--- src/rtl/serial_mag_compare_ctrl.sv ---
// Serial magnitude comparator controller.
// Compares two WIDTH-bit unsigned operands two bits per cycle, MSB-first,
// stopping at the first differing bit pair. One-hot less/equal/greater
// flags are registered together with a single-cycle done pulse.
module serial_mag_compare_ctrl #(
  parameter int unsigned WIDTH = 8
) (
  input  logic             clk,
  input  logic             rst_n,
  input  logic             start,
  input  logic [WIDTH-1:0] A,
  input  logic [WIDTH-1:0] B,
  output logic             busy,
  output logic             done,
  output logic             A_less_B,
  output logic             A_equal_B,
  output logic             A_greater_B
);

  // Odd or too-narrow widths would leave a dangling single bit.
  if ((WIDTH < 2) || ((WIDTH % 2) != 0)) begin : g_bad_width
    $error("serial_mag_compare_ctrl: WIDTH must be even and >= 2");
  end

  localparam int unsigned CntW = $clog2(WIDTH / 2 + 1);
  localparam logic [CntW-1:0] CntInit = CntW'(WIDTH / 2 - 1);

  typedef enum logic [1:0] {
    StIdle,
    StRun,
    StDone
  } state_e;

  state_e           r_state, w_state_d;
  logic [WIDTH-1:0] r_sa, w_sa_d;
  logic [WIDTH-1:0] r_sb, w_sb_d;
  logic [CntW-1:0]  r_cnt, w_cnt_d;
  // Flag vector ordering: {less, equal, greater}.
  logic [2:0]       r_flags, w_flags_d;

  logic [1:0]       w_pair_a, w_pair_b;
  logic             w_pair_lt, w_pair_gt;

  // The shared 2-bit compare slice, fed straight from the shift register tops.
  always_comb begin
    w_pair_a  = r_sa[WIDTH-1 -: 2];
    w_pair_b  = r_sb[WIDTH-1 -: 2];
    w_pair_lt = (w_pair_a < w_pair_b);
    w_pair_gt = (w_pair_a > w_pair_b);
  end

  // Next-state and datapath next values; flags change only on the edge into StDone.
  always_comb begin
    w_state_d = r_state;
    w_sa_d    = r_sa;
    w_sb_d    = r_sb;
    w_cnt_d   = r_cnt;
    w_flags_d = r_flags;
    unique case (r_state)
      StIdle: begin
        if (start) begin
          w_sa_d    = A;
          w_sb_d    = B;
          w_cnt_d   = CntInit;
          w_state_d = StRun;
        end
      end
      StRun: begin
        if (w_pair_lt || w_pair_gt) begin
          w_flags_d = {w_pair_lt, 1'b0, w_pair_gt};
          w_state_d = StDone;
        end else if (r_cnt == '0) begin
          w_flags_d = 3'b010;
          w_state_d = StDone;
        end else begin
          w_sa_d  = r_sa << 2;
          w_sb_d  = r_sb << 2;
          w_cnt_d = r_cnt - 1'b1;
        end
      end
      StDone: begin
        w_state_d = StIdle;
      end
      default: begin
        w_state_d = StIdle;
      end
    endcase
  end

  // State register; reset aborts any compare in flight.
  always_ff @(posedge clk or negedge rst_n) begin
    if (!rst_n) begin
      r_state <= StIdle;
    end else begin
      r_state <= w_state_d;
    end
  end

  // Operand shift registers and pair counter.
  always_ff @(posedge clk or negedge rst_n) begin
    if (!rst_n) begin
      r_sa  <= '0;
      r_sb  <= '0;
      r_cnt <= '0;
    end else begin
      r_sa  <= w_sa_d;
      r_sb  <= w_sb_d;
      r_cnt <= w_cnt_d;
    end
  end

  // Result flags; hold across new starts until the next completion.
  always_ff @(posedge clk or negedge rst_n) begin
    if (!rst_n) begin
      r_flags <= 3'b000;
    end else begin
      r_flags <= w_flags_d;
    end
  end

  // Status and result outputs decoded from registered state.
  always_comb begin
    busy        = (r_state != StIdle);
    done        = (r_state == StDone);
    A_less_B    = r_flags[2];
    A_equal_B   = r_flags[1];
    A_greater_B = r_flags[0];
  end

endmodule

--- config.mk ---
export PLATFORM = sky130hd
export DESIGN_NAME = serial_mag_compare_ctrl
export DESIGN_NICKNAME = d
export VERILOG_FILES = /design/src/rtl/serial_mag_compare_ctrl.sv
export SDC_FILE = /design/constraint.sdc
export NUM_CORES = 1
export LEC_CHECK = 0
export ABC_AREA = 1
export BUFFER_PORTS_ARGS = -buffer_cell sky130_fd_sc_hd__clkbuf_2
export CORE_UTILIZATION = 30
export DETAILED_ROUTE_END_ITERATION = 6
export PLACE_DENSITY = 0.44
export SYNTH_ARGS = -nofsm -noshare
export SYNTH_HDL_FRONTEND = slang
export SYNTH_SLANG_ARGS = --single-unit
--- constraint.sdc ---
create_clock -name clk -period 1.59 [get_ports clk]
set_input_delay 0.159 -clock clk [delete_from_list [all_inputs] [get_ports clk]]
set_output_delay 0.159 -clock clk [all_outputs]
set_load 0.05 [all_outputs]
* After elaboration in Yosys (flattened, before gate mapping)
Cells that the tools add are included.
** Cells by class
- Multiplexer cells :: 18
- Order comparisons :: 2
- Equality and inequality tests :: 6
- Add/subtract/negate cells :: 1
- Reduce and logical (&&, ||, !) cells :: 9
** Operator list (count)
- 8-bit 2-to-1 mux :: 6
- 8-bit one-hot mux with 2 select lines :: 2
- 3-bit 2-to-1 mux :: 5
- 2-bit 2-to-1 mux :: 3
- 2-bit inequality test, second input constant :: 3
- 3-bit one-hot mux with 2 select lines :: 1
- 2-bit nonzero test :: 3
- 2-bit one-hot mux with 2 select lines :: 1
- 2-bit AND reduction :: 2
- 4-bit AND reduction :: 1
- 3-bit zero test :: 1
- 3-bit inequality test, second input constant :: 1
- 3-bit by 1-bit subtractor with 3-bit output, second input constant :: 1
- 2-bit by 1-bit == test with 1-bit output, second input constant :: 1
- 2-bit == test, second input constant :: 1
- 2-bit > comparator :: 1
- 2-bit zero test :: 1
- 2-bit < comparator :: 1
- 1-bit logical OR :: 1
** Storage, ports and cells
- Word-level logic and storage cells :: 41
- Register bits :: 24

* Logic depth before layout (Yosys ltp)
- Depth in word-level cells :: 4
- Mapped depth :: 10

* Worst setup path before layout
OpenSTA, ideal clock, no wires.
- Path kind :: register to register
- Start :: reg r_sa[7]
- End :: reg r_flags[0]
- Arrival :: 1288 ps
- Slack :: 182 ps
- Cell stages (with the launch flop) :: 9
- Clock period less this slack :: 1408 ps
- Cells stage by stage :: dfrtp_1 > ha_1 > nand2_1 > nand2_1 > nand2_1 > nand2_2 > buf_4 > nand3_1 > nand2_1
** On the way
- Word-level cells in the longest chain between the ends :: 4
** RTL lines
- from (decl) :: line 35 : logic [WIDTH-1:0] r_sa, w_sa_d;
- from (signal assigned) :: line 106 : r_sa <= w_sa_d;
- 2-bit < comparator / 2-bit > comparator (equally long branches) :: line 48, 49
- 1-bit logical OR :: line 69 : if (w_pair_lt || w_pair_gt) begin
- 2-bit nonzero test (no line)
- 2-bit AND reduction (no line)
- to (signal assigned) :: line 117 : r_flags <= w_flags_d;
- to (decl) :: line 39 : logic [2:0] r_flags, w_flags_d;
Several ways; a longest one is shown, not always the timed one.
A chain may end at the register's enable or synchronous reset.

* Final worst setup path
- Start :: reg r_sa[7]
- End :: reg r_sb[4]
** On the way
- Word-level cells in the longest chain between the ends :: 4
** RTL lines
- 2-bit < comparator / 2-bit > comparator (equally long branches) :: line 48, 49
- 1-bit logical OR * :: line 69
- 2-bit inequality test (no line) *
- 4-bit AND reduction (no line) *
- to (signal assigned) :: line 107 : r_sb <= w_sb_d;
- to (decl) :: line 36 : logic [WIDTH-1:0] r_sb, w_sb_d;
Every way passes the cells marked *; elsewhere a longest branch is shown, timed or not.

==> impl_metrics.csv <==
group,metric,value,unit
yosys,yosys_warnings,0,
timing,final.setup_skew,6.54,ps
setup_path,crit_top_cell,"sky130_fd_sc_hd__nand2_1",
route,detailroute.wirelength.met3,130,um
timing,rsz_0062_raised_after_global_routing,"false",
floorplan,design.core.area,4090,um2
yosys,synth_largest_area_cell,"sky130_fd_sc_hd__dfrtp_1",
floorplan,core.rowCount,23,
power_and_ir_drop,comb_power_share,0.539,
clocking,tritoncts,"built",
flow_run,maxcap_viol_count,0,
yosys,yosysUniqueCellTypes,15,
timing,period_needed,1460,ps
setup_path,cp.arrival,1620,ps
yosys,synthesis.nets,196,
setup_path,crit_path_end_kind,"flop",
timing,timing_worst_slew_pin_value,619,ps
setup_path,critical-path-top-delay-family,"simple AND/OR/NAND/NOR gates",
final_layout,antenna_cells,0,
setup_path,crit_slowest_cell,"sky130_fd_sc_hd__dfrtp_1",
yosys,synth_area,1310,um2
power_and_ir_drop,vdd_ir_drop_max,0.773,mV
final_layout,fillers,457,
setup_path,required,1750,ps
timing,slew_headroom,0.587,
power_and_ir_drop,leakage_component_of_the_power,0.903,nW
power_and_ir_drop,internal_power,1.91,mW
power_and_ir_drop,powerDensity,2240,nW/um2
route,dr.pass1.iters,4,
route,route.antenna.remaining_nets,0,
final_layout,mostFrequentLayoutCell,"sky130_fd_sc_hd__nand2_1",
clocking,numCtsBuffers,3,
setup_path,critPathMaxFanout,18,
timing,maxClockFrequency,686,MHz
yosys,syn_avg_cell_area,7.55,um2
place,dp.final_hpwl,2.06,mm
global_routing,grt_remaining_overflow,0,
final_layout,drive_gt1_frac,0.201,
route,drcViolationCount,0,
global_routing,maximum_number_of_pins_on_one_net_before_global_route_repair,25,
timing,final.period_utilization,0.916,
place,preCtsSetupSlack,45.5,ps
setup_path,crit_path_max_incr_delay,390,ps
clocking,clk_latency,270,ps
clocking,clockBufferDepth,2,
setup_path,chain_of_cells_forming_the_critical_path,"ha_1, nand2_1, nand2_1, nand2_1, nand2_4, nand3_1, nand2_1",
route,detailedRoute.firstIterationViolations,44,
timing,holdWs,85.6,ps
clocking,numClockSinks,24,
clocking,htree_num_levels,1,
power_and_ir_drop,power.total,3.53,mW
yosys,post_synth_main_area_contributors,"sky130_fd_sc_hd__dfrtp_1 (46%), sky130_fd_sc_hd__nand2_1 (21%), sky130_fd_sc_hd__nand3_1 (15%), sky130_fd_sc_hd__ha_1 (3.8%), sky130_fd_sc_hd__inv_1 (3.2%)",
power_and_ir_drop,switching_share,0.458,
power_and_ir_drop,seqPwrFrac,0.309,
global_routing,gr-usage-all-layers,0.152,
route,met2WireLength,1.42,mm
hold_path,worstHoldPathType,"in2reg",
floorplan,ioPinCount,24,
final_layout,layout-area-overhead-vs-synth,20.9,%
timing,tns,0,ps
power_and_ir_drop,switchingPower,1.62,mW
yosys,netlist_instances,173,
floorplan,die_h,68.0,um
floorplan,chipWidth,68.0,um
route,routedLengthMet1,1.47,mm
route,top_layer,"met4",
global_routing,first_global_vias,1180,
place,io_buffers,23,
clocking,cts_root_buffer,"sky130_fd_sc_hd__clkbuf_8",
route,routed_wirelength,3.05,mm
clocking,clk_pin_slew,90,ps
outcome,outcome,"completed",
setup_path,ws_path_type,"reg2reg",
floorplan,floorplan.die_area,4620,um2
global_routing,grt_pass1_wl,5.20,mm
global_routing,grt_antenna_before_repair,0,
route,route.detailed.vias_per_inst,4.61,
timing,final_slew_violations,0,
yosys,netlist.area_leader.share,0.460,
yosys,ys_seq_elements,24,
floorplan,floorplan.initialDensity,0.320,
final_layout,nets,223,
route,vias,1147,
timing,report.final.hold_viol_count,0,
setup_path,type_of_element_launching_the_critical_path,"flop",
power_and_ir_drop,clock_power_share,0.152,
setup_path,path_buf_inv,0,
timing,setup_viol,0,
place,place_congestion,0.740,
final_layout,most-common-layout-cells,"sky130_fd_sc_hd__nand2_1 (73), sky130_fd_sc_hd__nand3_1 (38), sky130_fd_sc_hd__dfrtp_1 (24)",
timing,setup_ws,133,ps
yosys,post_synthesis_sequential_area_ratio,0.460,
route,wl_per_cell,12.3,um
-- layout make-up --
class / count / area, um2 / area share
sequential: 24 / 601 / 0.380
multi-input combinational: 128 / 597 / 0.378
timing repair buffer: 31 / 203 / 0.128
tap: 50 / 62.6 / 0.0396
inverter: 12 / 45.0 / 0.0285
clock buffer: 3 / 41.3 / 0.0261
clock inverter: 1 / 30.0 / 0.0190
-- metrics by stage --
stage | util | cells | cell area (um2)
6_report | 0.386 | 249 | 1580
5_1_grt | 0.386 | 249 | 1580
4_1_cts | 0.385 | 249 | 1570
2_1_floorplan | - | 173 | 1310
3_5_place_dp | 0.365 | 244 | 1490
3_3_place_gp | 0.365 | 244 | 1490
-- final timing paths --
| path | start | end | slack (ps) | cells past startpoint |
|---|---|---|---|---|
| max | r_sa[7] | r_sb[4] | 130 | 7 |
| min | B[1] | r_sb[1] | 90 | 3 |
| max reg2reg | r_sa[7] | r_sb[4] | 130 | 7 |
| min reg2reg | r_sb[2] | r_sb[2] | 510 | 2 |
| max in group asynchronous | rst_n | r_flags[1] | 760 | 2 |
| min in group asynchronous | rst_n | r_sb[7] | 430 | 2 |
-- registers in the layout, summed over array words and instances, names as in the netlist --
name     count
r_cnt        3
r_sa         8
r_state      2
r_flags      3
r_sb         8
-- cells in the mapped netlist, drive strengths merged --
cell type / n
a21oi: 2
nand3: 39
dfrtp: 24
inv: 12
ha: 4
nand2: 75
nor2: 7
o21ai: 1
buf: 9
-- power by group through the flow --
stage                     Clock [mW]  Combinational [mW]  Sequential (mW)
after floorplan                    0                1.33             1.18
after global placement             0                1.88             1.09
after detailed placement           0                1.89             1.10
after CTS                      0.563                1.90             1.09
after global routing           0.584                2.17             1.13
final                          0.537                1.90             1.09
-- worst min-delay path, delay by kind of cell --
kind | cells | cell delay (ps)
buffers and inverters | 1 | 70
AND/OR/NAND/NOR | 2 | 90
-- routing by layer --
metal  global-route usage  up-vias
met5                    0        -
met4               0.0234        0
met3               0.0367        4
met2                0.282       25
met1                0.178      519
li1                     -      599
-- kinds of logic (layout without fill, tap and decap cells) --
logic type | count (synthesis) | count (layout) | share of synthesized area
compound gates | 3 | 3 | 0.0201
simple gates | 121 | 121 | 0.395
fa+ha+maj | 4 | 4 | 0.0383
buf+inv | 21 | 47 | 0.0872
flops | 24 | 24 | 0.460
-- what timing repair did --
action,CTS,global route
setup buffers,0,0
endpoints found under the setup margin,0,18
hold buffers,1,0
endpoints found under the hold margin,24,0
gates resized for setup,0,1
(Power assumes the default switching activity.)
